`src/rtl/loader_pkg.sv`:
```
// Shared definitions for the boot-image loader: FSM encoding and default image geometry.
package loader_pkg;

    typedef enum logic [2:0] {
        IDLE,
        LOAD_REG,
        LOAD_MEM,
        RELEASE,
        DONE,
        ERROR
    } state_t;

    localparam int unsigned DEF_NUM_REGS  = 32;
    localparam logic [31:0] DEF_MEM_BASE  = 32'h0000_4000;
    localparam int unsigned DEF_MEM_WORDS = 4;

endpackage

```
`src/rtl/state_loader.sv`:
```
// Streams a machine image into the register file and then data memory, holding the
// CPU in reset until a correctly framed image has been written.
module state_loader
    import loader_pkg::*;
#(
    parameter int unsigned NUM_REGS  = DEF_NUM_REGS,
    parameter logic [31:0] MEM_BASE  = DEF_MEM_BASE,
    parameter int unsigned MEM_WORDS = DEF_MEM_WORDS
) (
    input  logic        clk,
    input  logic        reset,
    input  logic        start,
    input  logic        in_valid,
    input  logic [31:0] in_data,
    input  logic        in_last,
    output logic        in_ready,
    output logic        rf_we,
    output logic [4:0]  rf_addr,
    output logic [31:0] rf_wdata,
    output logic        mem_we,
    output logic [31:0] mem_addr,
    output logic [31:0] mem_wdata,
    output logic        cpu_reset,
    output logic        done,
    output logic        err
);

    localparam int unsigned   CW       = $clog2(NUM_REGS + MEM_WORDS) + 1;
    localparam logic [CW-1:0] LAST_REG = CW'(NUM_REGS - 1);
    localparam logic [CW-1:0] LAST_MEM = CW'(MEM_WORDS - 1);

    state_t        state_q;
    logic [CW-1:0] cnt_q;
    logic          rf_we_q;
    logic [4:0]    rf_addr_q;
    logic [31:0]   rf_wdata_q;
    logic          mem_we_q;
    logic [31:0]   mem_addr_q;
    logic [31:0]   mem_wdata_q;
    logic          cpu_reset_q;
    logic          done_q;
    logic          err_q;

    logic xfer;
    logic mem_final;

    always_comb begin
        in_ready  = (state_q == LOAD_REG) || (state_q == LOAD_MEM);
        xfer      = in_valid && in_ready;
        mem_final = (cnt_q == LAST_MEM);
    end

    // The final image word always falls in the memory phase, so in_last is never legal during LOAD_REG.
    always_ff @(posedge clk) begin
        if (!reset) begin
            state_q     <= IDLE;
            cnt_q       <= '0;
            rf_we_q     <= 1'b0;
            rf_addr_q   <= '0;
            rf_wdata_q  <= '0;
            mem_we_q    <= 1'b0;
            mem_addr_q  <= '0;
            mem_wdata_q <= '0;
            cpu_reset_q <= 1'b1;
            done_q      <= 1'b0;
            err_q       <= 1'b0;
        end else begin
            rf_we_q  <= 1'b0;
            mem_we_q <= 1'b0;
            done_q   <= 1'b0;
            case (state_q)
                IDLE, DONE, ERROR: begin
                    if (start) begin
                        state_q     <= LOAD_REG;
                        cnt_q       <= '0;
                        err_q       <= 1'b0;
                        cpu_reset_q <= 1'b1;
                    end
                end
                LOAD_REG: begin
                    if (xfer) begin
                        if (in_last) begin
                            state_q <= ERROR;
                            err_q   <= 1'b1;
                        end else begin
                            rf_we_q    <= 1'b1;
                            rf_addr_q  <= 5'(cnt_q);
                            rf_wdata_q <= in_data;
                            if (cnt_q == LAST_REG) begin
                                state_q <= LOAD_MEM;
                                cnt_q   <= '0;
                            end else begin
                                cnt_q <= cnt_q + CW'(1);
                            end
                        end
                    end
                end
                LOAD_MEM: begin
                    if (xfer) begin
                        if (in_last != mem_final) begin
                            state_q <= ERROR;
                            err_q   <= 1'b1;
                        end else begin
                            mem_we_q    <= 1'b1;
                            mem_addr_q  <= MEM_BASE + 32'(cnt_q);
                            mem_wdata_q <= in_data;
                            if (mem_final) begin
                                state_q <= RELEASE;
                            end else begin
                                cnt_q <= cnt_q + CW'(1);
                            end
                        end
                    end
                end
                RELEASE: begin
                    state_q     <= DONE;
                    cpu_reset_q <= 1'b0;
                    done_q      <= 1'b1;
                end
                default: state_q <= IDLE;
            endcase
        end
    end

    assign rf_we     = rf_we_q;
    assign rf_addr   = rf_addr_q;
    assign rf_wdata  = rf_wdata_q;
    assign mem_we    = mem_we_q;
    assign mem_addr  = mem_addr_q;
    assign mem_wdata = mem_wdata_q;
    assign cpu_reset = cpu_reset_q;
    assign done      = done_q;
    assign err       = err_q;

endmodule

```
`config.mk`:
```
export PLATFORM = sky130hd
export DESIGN_NAME = state_loader
export DESIGN_NICKNAME = d
export VERILOG_FILES = /design/src/rtl/loader_pkg.sv /design/src/rtl/state_loader.sv
export SDC_FILE = /design/constraint.sdc
export NUM_CORES = 1
export LEC_CHECK = 0
export BUFFER_PORTS_ARGS = -buffer_cell sky130_fd_sc_hd__buf_2
export CAP_MARGIN = 5
export CELL_PAD_IN_SITES_DETAIL_PLACEMENT = 1
export CELL_PAD_IN_SITES_GLOBAL_PLACEMENT = 1
export CORE_MARGIN = 2
export CORE_UTILIZATION = 31
export CTS_CLUSTER_SIZE = 14
export DETAILED_ROUTE_END_ITERATION = 10
export PLACE_DENSITY_LB_ADDON = 0.08
export SLEW_MARGIN = 25
export SYNTH_ARGS = -nofsm -noshare
export SYNTH_HDL_FRONTEND = slang
export SYNTH_SLANG_ARGS = --single-unit
```
`constraint.sdc`:
```
create_clock -name clk -period 1.7 [get_ports clk]
set_input_delay 0.085 -clock clk [delete_from_list [all_inputs] [get_ports clk]]
set_output_delay 0.085 -clock clk [all_outputs]
set_load 0.03 [all_outputs]
```
After elaboration in Yosys (flattened, before gate mapping):

Index checks and enable logic that the tools add are counted.

* register bits after elaboration: 116
* output and inout port bits: 107
* logic and storage cells: 74

* add/subtract/negate cells: 2
* eq/ne operators: 18
* muxes and demuxes: 27
* bitwise gates (word level): 2
* reductions and logical operators: 14

Operators by type and width (number)
* 7-bit two-way mux: 7
* 3-bit two-way mux: 7
* 7-bit case mux with 3 select lines: 1
* 15-bit by 7-bit adder with 16-bit output, first input constant: 1
* 2-bit inequality test, second input constant: 7
* 3-bit case mux with 4 select lines: 1
* 3-bit AND reduction: 4
* 1-bit two-way mux: 9
* 7-bit by 1-bit adder with 7-bit output, second input constant: 1
* 7-bit by 2-bit equality test with 1-bit output, second input constant: 1
* 7-bit by 5-bit equality test with 1-bit output, second input constant: 1
* 7-bit AND reduction: 1
* 3-bit by 2-bit equality test with 1-bit output, second input constant: 2
* 3-bit equality test, second input constant: 2
* 3-bit by 2-bit inequality test with 1-bit output, second input constant: 2
* 6-bit AND reduction: 1
* 5-bit AND reduction: 1
* 3-bit by 1-bit equality test with 1-bit output, second input constant: 1
* 3-bit logical NOT: 1
* 1-bit case mux with 3 select lines: 1
* 3-bit nonzero test: 1
* 3-bit OR reduction: 1
* 2-bit by 1-bit inequality test with 1-bit output, second input constant: 1
* 1-bit inverter: 2
* 6 further kinds: 6

Depth between registers and ports, before layout:

Gate-level depths: netlist (run 1).

* depth after elaboration: 5
* mapped depth: 8
* mapped depth without buffers: 6

Worst setup path after synthesis (run 1):

Ideal clock, no wire load.

* path kind: register -> register
* start: register cnt_q[0]
* end: register mem_wdata_q[27], in the netlist mem_wdata[27]
* setup time: 0.123 ns
* arrival: 1.636 ns
* slack: -0.059 ns
* stages on the path, launching flop included: 8
* buffers on the path: 1
* period minus slack after synthesis: 1.759 ns
* cells stage by stage: dfxtp_1 > ha_1 > or3b_1 > o21ai_2 > nand4_2 > buf_2 > nand3_1 > o21ai_0

* cells in the longest elaborated chain, start to end: 4

RTL lines
* from (decl): line state_loader.sv:33 `logic [CW-1:0] cnt_q;`
* from (signal assigned): line state_loader.sv:93 `cnt_q <= cnt_q + CW'(1);`
* from (signal assigned): line state_loader.sv:110 `cnt_q <= cnt_q + CW'(1);`
* 7-bit by 2-bit equality test with 1-bit output: line state_loader.sv:50 `mem_final = (cnt_q == LAST_MEM);`
* 1-bit inequality test: line state_loader.sv:100 `if (in_last != mem_final) begin`
* 1-bit inverter (no line)
* 3-bit AND reduction (no line)
* to (signal assigned): line state_loader.sv:106 `mem_wdata_q <= in_data;`
* to (decl): line state_loader.sv:39 `logic [31:0] mem_wdata_q;`

Every way passes these cells.
A chain may end at the register's enable or synchronous reset.

Final worst setup path (run 1):

* start: register cnt_q[0]
* end: register mem_addr_q[1], in the netlist mem_addr[1]

* cells in the longest elaborated chain, start to end: 4

RTL lines
* branches (longest 4 deep; another with 15-bit by 7-bit adder with 16-bit output)
* to (signal assigned): line state_loader.sv:105 `mem_addr_q <= MEM_BASE + 32'(cnt_q);`
* to (decl): line state_loader.sv:38 `logic [31:0] mem_addr_q;`

Several ways; the timed one is not identified.

==> flow_summary.json, run 1 <==
{
  "route.detailed.vias_per_inst": 4.66,
  "yosysWarningCount": 0,
  "tightest_slew_ps": 514,
  "flow.area_growth_from_synthesis_pct": 48.4,
  "tritoncts": "built",
  "final_layout_size_suffix_gt1_share_pct": 34.8,
  "route.vias.total": 3660,
  "finalSetupViolations": 44,
  "post_synth.cell_area_avg_um2": 8.14,
  "grt_overflow": 0,
  "floorplan.die_area_um2": 13000,
  "clockBufferDepth": 2,
  "gpl.final_weighted_congestion": 0.837,
  "crit-reg2reg-launch": "cnt_q[0]",
  "design_area_um2": 5570,
  "timing.max_cap.violations": 0,
  "crit_path_start_kind": "register",
  "min_period_ps": 1790,
  "grt_use_total_pct": 17.5,
  "die_w_um": 114,
  "drt.antenna.violating_nets": 0,
  "routed_wire_length_per_instance_um": 15.2,
  "drt_first_pass_iters": 4,
  "initial_utilization_pct": 31.5,
  "dr.first_iter.drc_count": 127,
  "commonest_non_fill_non_tap_cell_in_the_layout": "sky130_fd_sc_hd__buf_2",
  "portBuffers": 119,
  "synth_top_cell_area_share_pct": 49.1,
  "clock_latency_ps": 340,
  "numClockSinks": 92,
  "final.hold.worst_slack_ps": 7.60,
  "ios": 144,
  "power.sequential.fraction_pct": 40.0,
  "num_antenna_cells": 0,
  "place_ws_ps": -161,
  "power_frac_clock_pct": 34.0,
  "grt_pass1_wl_um": 18000,
  "rr_worst_depth": 8,
  "synth-seq-area-share_pct": 49.1,
  "grt_pass1_vias": 3580,
  "relSlewSlack_pct": 65.7,
  "number_of_remaining_drc_errors": 0,
  "critPathArrivalTime_ps": 2020,
  "cts.htree.levels": 3,
  "p_comb_share_pct": 26.1,
  "pwr_density_cell_nw_per_um2": 1070,
  "final_min_period_over_clock_period_pct": 105,
  "p_sw_share_pct": 30.8,
  "power.switching_mw": 1.83,
  "syn-cell-area_um2": 3750,
  "regToRegEndpoint": "mem_addr[1]",
  "synth_ff_type": "sky130_fd_sc_hd__dfxtp_1",
  "crit_path_end": "mem_addr[1]",
  "netlist_instances": 461,
  "violations_in_the_final_reports": "setup timing",
  "grt_setup_unrepaired": "yes",
  "timing.critical_path.required_ps": 1930,
  "timing.final.ws_setup_ps": -90.4,
  "fp-row-count": 40,
  "yosys.area.top_type": "sky130_fd_sc_hd__dfxtp_1",
  "asyncSetResetFlopFracSynth_pct": 0,
  "finalHoldViolations": 0,
  "cp-startpoint": "cnt_q[0]",
  "layout_common_cells": "sky130_fd_sc_hd__buf_2 (118), sky130_fd_sc_hd__nand2_1 (117), sky130_fd_sc_hd__dfxtp_1 (87)",
  "cell_internal_pwr_mw": 4.10,
  "run_status": "complete, but fails checks",
  "fmax_mhz": 559,
  "rrSetupSlack_ps": -90,
  "crit_type": "register to register",
  "synth_area_leaders": "sky130_fd_sc_hd__dfxtp_1 (49%), sky130_fd_sc_hd__nand2_1 (12%), sky130_fd_sc_hd__a21oi_1 (6.0%)",
  "routed_wirelength_um": 11900,
  "clockRootBuffer": "sky130_fd_sc_hd__clkbuf_16",
  "hpwl_um": 7860,
  "number_of_different_library_cells_in_the_post_synthesis_netlist": 47,
  "nets": 673,
  "path_clk_slew_ps": 60,
  "timing.clock.skew_ps": 5.92,
  "worst_path_fanout_max": 10,
  "finalMaxSlewViolations": 0,
  "finalSetupTns_ps": -2740,
  "synth_edf_count": 0,
  "cts-buffers-inserted": 9,
  "cellLeakagePower_nw": 2.45,
  "worstHoldPathType": "input port to register",
  "placedInstanceArea_um2": 4620,
  "design.core.area_um2": 11900,
  "layout.core_utilization_pct": 46.8,
  "antenna_found_initial": 0,
  "dieHeight_um": 114,
  "cp-end-kind": "register",
  "grt_max_degree": 43,
  "ys_ff_latch": 92,
  "worst_ir_drop_vdd_mv": 0.466
}
[worst max-delay path, cell delays in order (launching register included)]
cell and delay (ps):
sky130_fd_sc_hd__dfxtp_2 350, sky130_fd_sc_hd__ha_4 130, sky130_fd_sc_hd__or3b_4 390, sky130_fd_sc_hd__o21ai_4 170, sky130_fd_sc_hd__nand4_4 160, sky130_fd_sc_hd__buf_12 200, sky130_fd_sc_hd__buf_12 140, sky130_fd_sc_hd__nand3_1 70
sky130_fd_sc_hd__o21ai_1 70
[worst min-delay path by stage]
stage	to	slack, ps	cells after the start	from
floorplan	mem_wdata[0]	220	2	in_data[0]
global placement	mem_wdata[31]	340	3	in_data[31]
detailed placement	mem_wdata[16]	340	3	in_data[16]
CTS	rf_wdata[6]	0.9	3	in_data[6]
global route	mem_wdata[20]	20	3	in_data[20]
finish	mem_wdata[6]	8	3	in_data[6]
[synthesized netlist by cell type (all sizes together) (3+ instances only)]
cell / count
nand3: 41
dfxtp: 92
nor3b: 3
nor2: 11
nand2: 117
buf: 45
o211ai: 3
clkbuf: 13
o21ai: 46
inv: 6
a21oi: 45
and3: 4
xor2: 4
[sequential cells by signal, summed over array words and instances (netlist names)]
register	count
mem_we	1
mem_addr	8
err	1
state_q	3
rf_we	1
mem_wdata	32
cnt_q	7
cpu_reset	1
done	1
rf_wdata	32
rf_addr	5
[area by class of cell]
cell class / count / area [um^2]
Fill cell: 1445 / 6340
Clock buffer: 12 / 256
Multi-Input combinational cell: 327 / 1780
Sequential cell: 92 / 1850
Clock inverter: 2 / 35.0
Tap cell: 147 / 184
Inverter: 7 / 26.3
Timing Repair Buffer: 198 / 1440
[power groups by stage]
stage	clock network, mW	registers (mW)	logic [mW]
3_3_place_gp	0	2.40	1.35
2_1_floorplan	0	2.56	0.767
3_5_place_dp	0	2.41	1.38
6_report	2.02	2.37	1.55
5_1_grt	2.17	2.39	1.68
4_1_cts	2.07	2.37	1.49
[cells by family after synthesis]
logic type | count (synthesis) | synth area share [%]
compound gates | 106 | 16.3
flops | 92 | 49.1
xor+xnor | 5 | 1.37
fa+ha+maj | 1 | 0.333
other cells | 1 | 0.0999
buf+inv | 65 | 9.83
simple gates | 190 | 22.8
mux | 1 | 0.267
[metal layers]
layer | global-route usage, % | wire [um] | vias to the layer above
met4 | 6.67 | 198 | 0
met3 | 3.19 | 552 | 15
met2 | 29.6 | 5680 | 103
met5 | 0 | 0 | -
met1 | 22.4 | 5460 | 1700
li1 | - | - | 1842
[per-stage QoR]
step,power [mW],instances
6_report,5.94,785
5_1_grt,6.23,785
4_1_cts,5.94,778
3_5_place_dp,3.79,730
3_3_place_gp,3.76,730
2_1_floorplan,3.33,484
[repair_timing]
action / CTS / global route
hold buffers: 30 / 0
setup endpoints to repair: 57 / 69
hold endpoints to repair: 53 / 0
buffers inserted: 3 / 3
pin swaps: 3 / 7
gates resized for setup: 27 / 22
cloned: 1 / 4
Power figures use the tool's default switching activity.
==> run 2, diff against run 1 <==
ABC_AREA = 1   (was not set)
REMOVE_ABC_BUFFERS = 1   (was not set)
==> flow_summary.json, run 2 <==
{
  "run_status": "finished, final reports clean",
  "asyncSetResetFlopFracSynth_pct": 0,
  "synth_top_cell_area_share_pct": 45.6,
  "yosysWarningCount": 0,
  "p_comb_share_pct": 22.8,
  "netlist_instances": 530,
  "worst_path_fanout_max": 25,
  "crit-reg2reg-launch": "state_q[1]",
  "initial_utilization_pct": 31.9,
  "dp_cells": 801,
  "layout.core_utilization_pct": 39.9,
  "routed_wirelength_um": 12500,
  "flow.area_growth_from_synthesis_pct": 25.3,
  "route.vias.total": 3932,
  "syn-cell-area_um2": 4040,
  "critPathArrivalTime_ps": 1830,
  "grt_use_total_pct": 18.2,
  "rrSetupSlack_ps": 140,
  "clockBufferDepth": 2,
  "path_clk_slew_ps": 60,
  "final_layout_size_suffix_gt1_share_pct": 27.3,
  "post_synth.cell_area_avg_um2": 7.62,
  "slowest_delay_ps": 430,
  "critical_path.cell_chain": "nand3_2 > inv_2 > buf_4 > nand3_1 > nand2_1 > nand2_1 > a21oi_1",
  "worst_hold_path.num_cells": 3,
  "crit_type": "register to register",
  "gpl.final_weighted_congestion": 0.823,
  "tritoncts": "built",
  "yosys-top-cells-count": "sky130_fd_sc_hd__nand2_1 (124), sky130_fd_sc_hd__dfxtp_1 (92), sky130_fd_sc_hd__a21oi_1 (87)",
  "min_period_ps": 1560,
  "regToRegEndpoint": "cnt_q[5]",
  "antenna_found_initial": 0,
  "fp-row-count": 41,
  "finalSetupViolations": 0,
  "power.switching_mw": 1.83,
  "hold_path_startpoint": "in_data[21]",
  "rr_worst_depth": 7,
  "cell_internal_pwr_mw": 3.92,
  "synth-seq-area-share_pct": 45.6,
  "timing.critical_path.required_ps": 1970,
  "timing.clock.skew_ps": 6.38,
  "cp-end-kind": "register",
  "cp-startpoint": "state_q[1]",
  "grt_pass1_vias": 3983,
  "drt_first_pass_iters": 4,
  "die_w_um": 118,
  "power_frac_clock_pct": 36.8,
  "cpMaxStageDelayCell": "sky130_fd_sc_hd__dfxtp_1",
  "timing.max_cap.violations": 0,
  "drt.antenna.violating_nets": 0,
  "floorplan.die_area_um2": 14000,
  "synth_ff_type": "sky130_fd_sc_hd__dfxtp_1",
  "dr.first_iter.drc_count": 173,
  "pwr_density_cell_nw_per_um2": 1140,
  "clock_latency_ps": 340,
  "cts.htree.levels": 3,
  "synth_area_leaders": "sky130_fd_sc_hd__dfxtp_1 (46%), sky130_fd_sc_hd__nand2_1 (12%), sky130_fd_sc_hd__a21oi_1 (11%)",
  "nets": 678,
  "p_sw_share_pct": 31.8,
  "final_min_period_over_clock_period_pct": 91.6,
  "ios": 144,
  "crit_path_start_kind": "register",
  "layout_common_cells": "sky130_fd_sc_hd__nand2_1 (124), sky130_fd_sc_hd__buf_2 (119), sky130_fd_sc_hd__dfxtp_1 (91)",
  "portBuffers": 119,
  "grt_max_degree": 55,
  "most_used_standard_cell_by_instance_count_after_synthesis": "sky130_fd_sc_hd__nand2_1",
  "number_of_remaining_drc_errors": 0,
  "post_cts_hold_buffer_count": 0,
  "yosys.area.top_type": "sky130_fd_sc_hd__dfxtp_1",
  "finalMaxSlewViolations": 0,
  "grt_pass1_wl_um": 20500,
  "synth_edf_count": 0,
  "whs_endpoint": "rf_wdata[21]",
  "num_antenna_cells": 0,
  "numClockSinks": 92,
  "cellLeakagePower_nw": 2.19,
  "clockRootBuffer": "sky130_fd_sc_hd__clkbuf_16",
  "fmax_mhz": 642,
  "routed_wire_length_per_instance_um": 15.3,
  "power.sequential.fraction_pct": 40.5,
  "finalHoldViolations": 0,
  "commonest_non_fill_non_tap_cell_in_the_layout": "sky130_fd_sc_hd__nand2_1",
  "layoutNonFillerInstCount": 817,
  "number_of_different_library_cells_in_the_post_synthesis_netlist": 24,
  "relSlewSlack_pct": 61.8,
  "cts-buffers-inserted": 9,
  "worst_ir_drop_vdd_mv": 0.446,
  "tightest_slew_ps": 573,
  "ys_ff_latch": 92,
  "route.detailed.vias_per_inst": 4.81,
  "hpwl_um": 8770,
  "grt_overflow": 0,
  "worstHoldPathType": "input port to register",
  "dieHeight_um": 118,
  "design.core.area_um2": 12700,
  "grt_setup_unrepaired": "yes",
  "critPathMostFrequentCell": "sky130_fd_sc_hd__nand2_1"
}
## run 2: cell count changes in the layout (fill, tap and decap cells not counted), moves of 17 or more
cell | previous run | this run
sky130_fd_sc_hd__nand3_1 | 23 | 51
sky130_fd_sc_hd__buf_4 | 36 | 19
sky130_fd_sc_hd__nand4_1 | 0 | 46
sky130_fd_sc_hd__dlygate4sd3_1 | 30 | 0
sky130_fd_sc_hd__o21ai_1 | 39 | 1
sky130_fd_sc_hd__a21oi_1 | 43 | 87
## run 2: what timing repair did
item                                    in CTS  in global routing
endpoints found under the hold margin        0                  0
endpoints found under the setup margin       0                 19
setup buffers                                0                  0
gates resized for setup                      0                  4
## run 2: cell families after synthesis
kind of cell,share of synthesized area [%]
xor gates and xnor gates,0.434
adders and majority gates,0.310
AOI/OAI and AO/OA,11.9
DFF,45.6
and+or+nand+nor,29.4
buffers and inverters,12.3
other,0.0928
## run 2: layout make-up
type                       count  area, um^2
timing repair buffer         142         813
clock buffer                  12         236
fill                        1592        7610
clock inverter                 4        73.8
sequential                    92        1840
inverter                      22        82.6
tap                          172         215
multi-input combinational    373        1800
## run 2: power groups by stage
stage | sequential (mW) | combinational (mW) | clock [mW]
4_1_cts | 2.33 | 1.31 | 2.18
5_1_grt | 2.34 | 1.45 | 2.29
3_3_place_gp | 2.37 | 1.30 | 0
2_1_floorplan | 2.52 | 0.637 | 0
6_report | 2.33 | 1.31 | 2.11
3_5_place_dp | 2.37 | 1.31 | 0
## run 2: worst max-delay path by stage
stage | end | slack (ps) | cells after the start
detailed placement | mem_wdata[16] | 130 | 10
CTS | mem_addr[3] | 100 | 10
floorplan | rf_addr[0] | -820 | 6
finish | cnt_q[5] | 140 | 7
global placement | err | 140 | 8
global route | err | -20 | 8
## run 2: per-layer routing
metal | part of all wire (%) | vias to the layer above | GRT usage (%) | wire length, um
li1 | - | 1965 | - | -
met1 | 47 | 1839 | 23.4 | 5870
met2 | 45 | 111 | 28.7 | 5620
met3 | 6.1 | 17 | 4.97 | 766
met4 | 2.2 | 0 | 7.61 | 270
met5 | 0 | - | 0 | 0
## run 2: metrics by stage
step	power, mW	TNS, ps	setup slack [ps]	hold slack [ps]	instance area, um^2
after global routing	6.07	-34.5	-17.9	18.3	5060
after global placement	3.67	0	143	368	4740
final	5.75	0	142	20.7	5060
after CTS	5.82	0	99.5	8.90	5050
after floorplan	3.16	-54440	-820	170	3710
after detailed placement	3.68	0	129	382	4740
## run 2: worst max-delay path, delay by kind of cell (launching register included)
kind | cells | cell delay, ps
buf+inv | 2 | 490
simple gates | 4 | 460
flops | 1 | 430
compound gates | 1 | 110
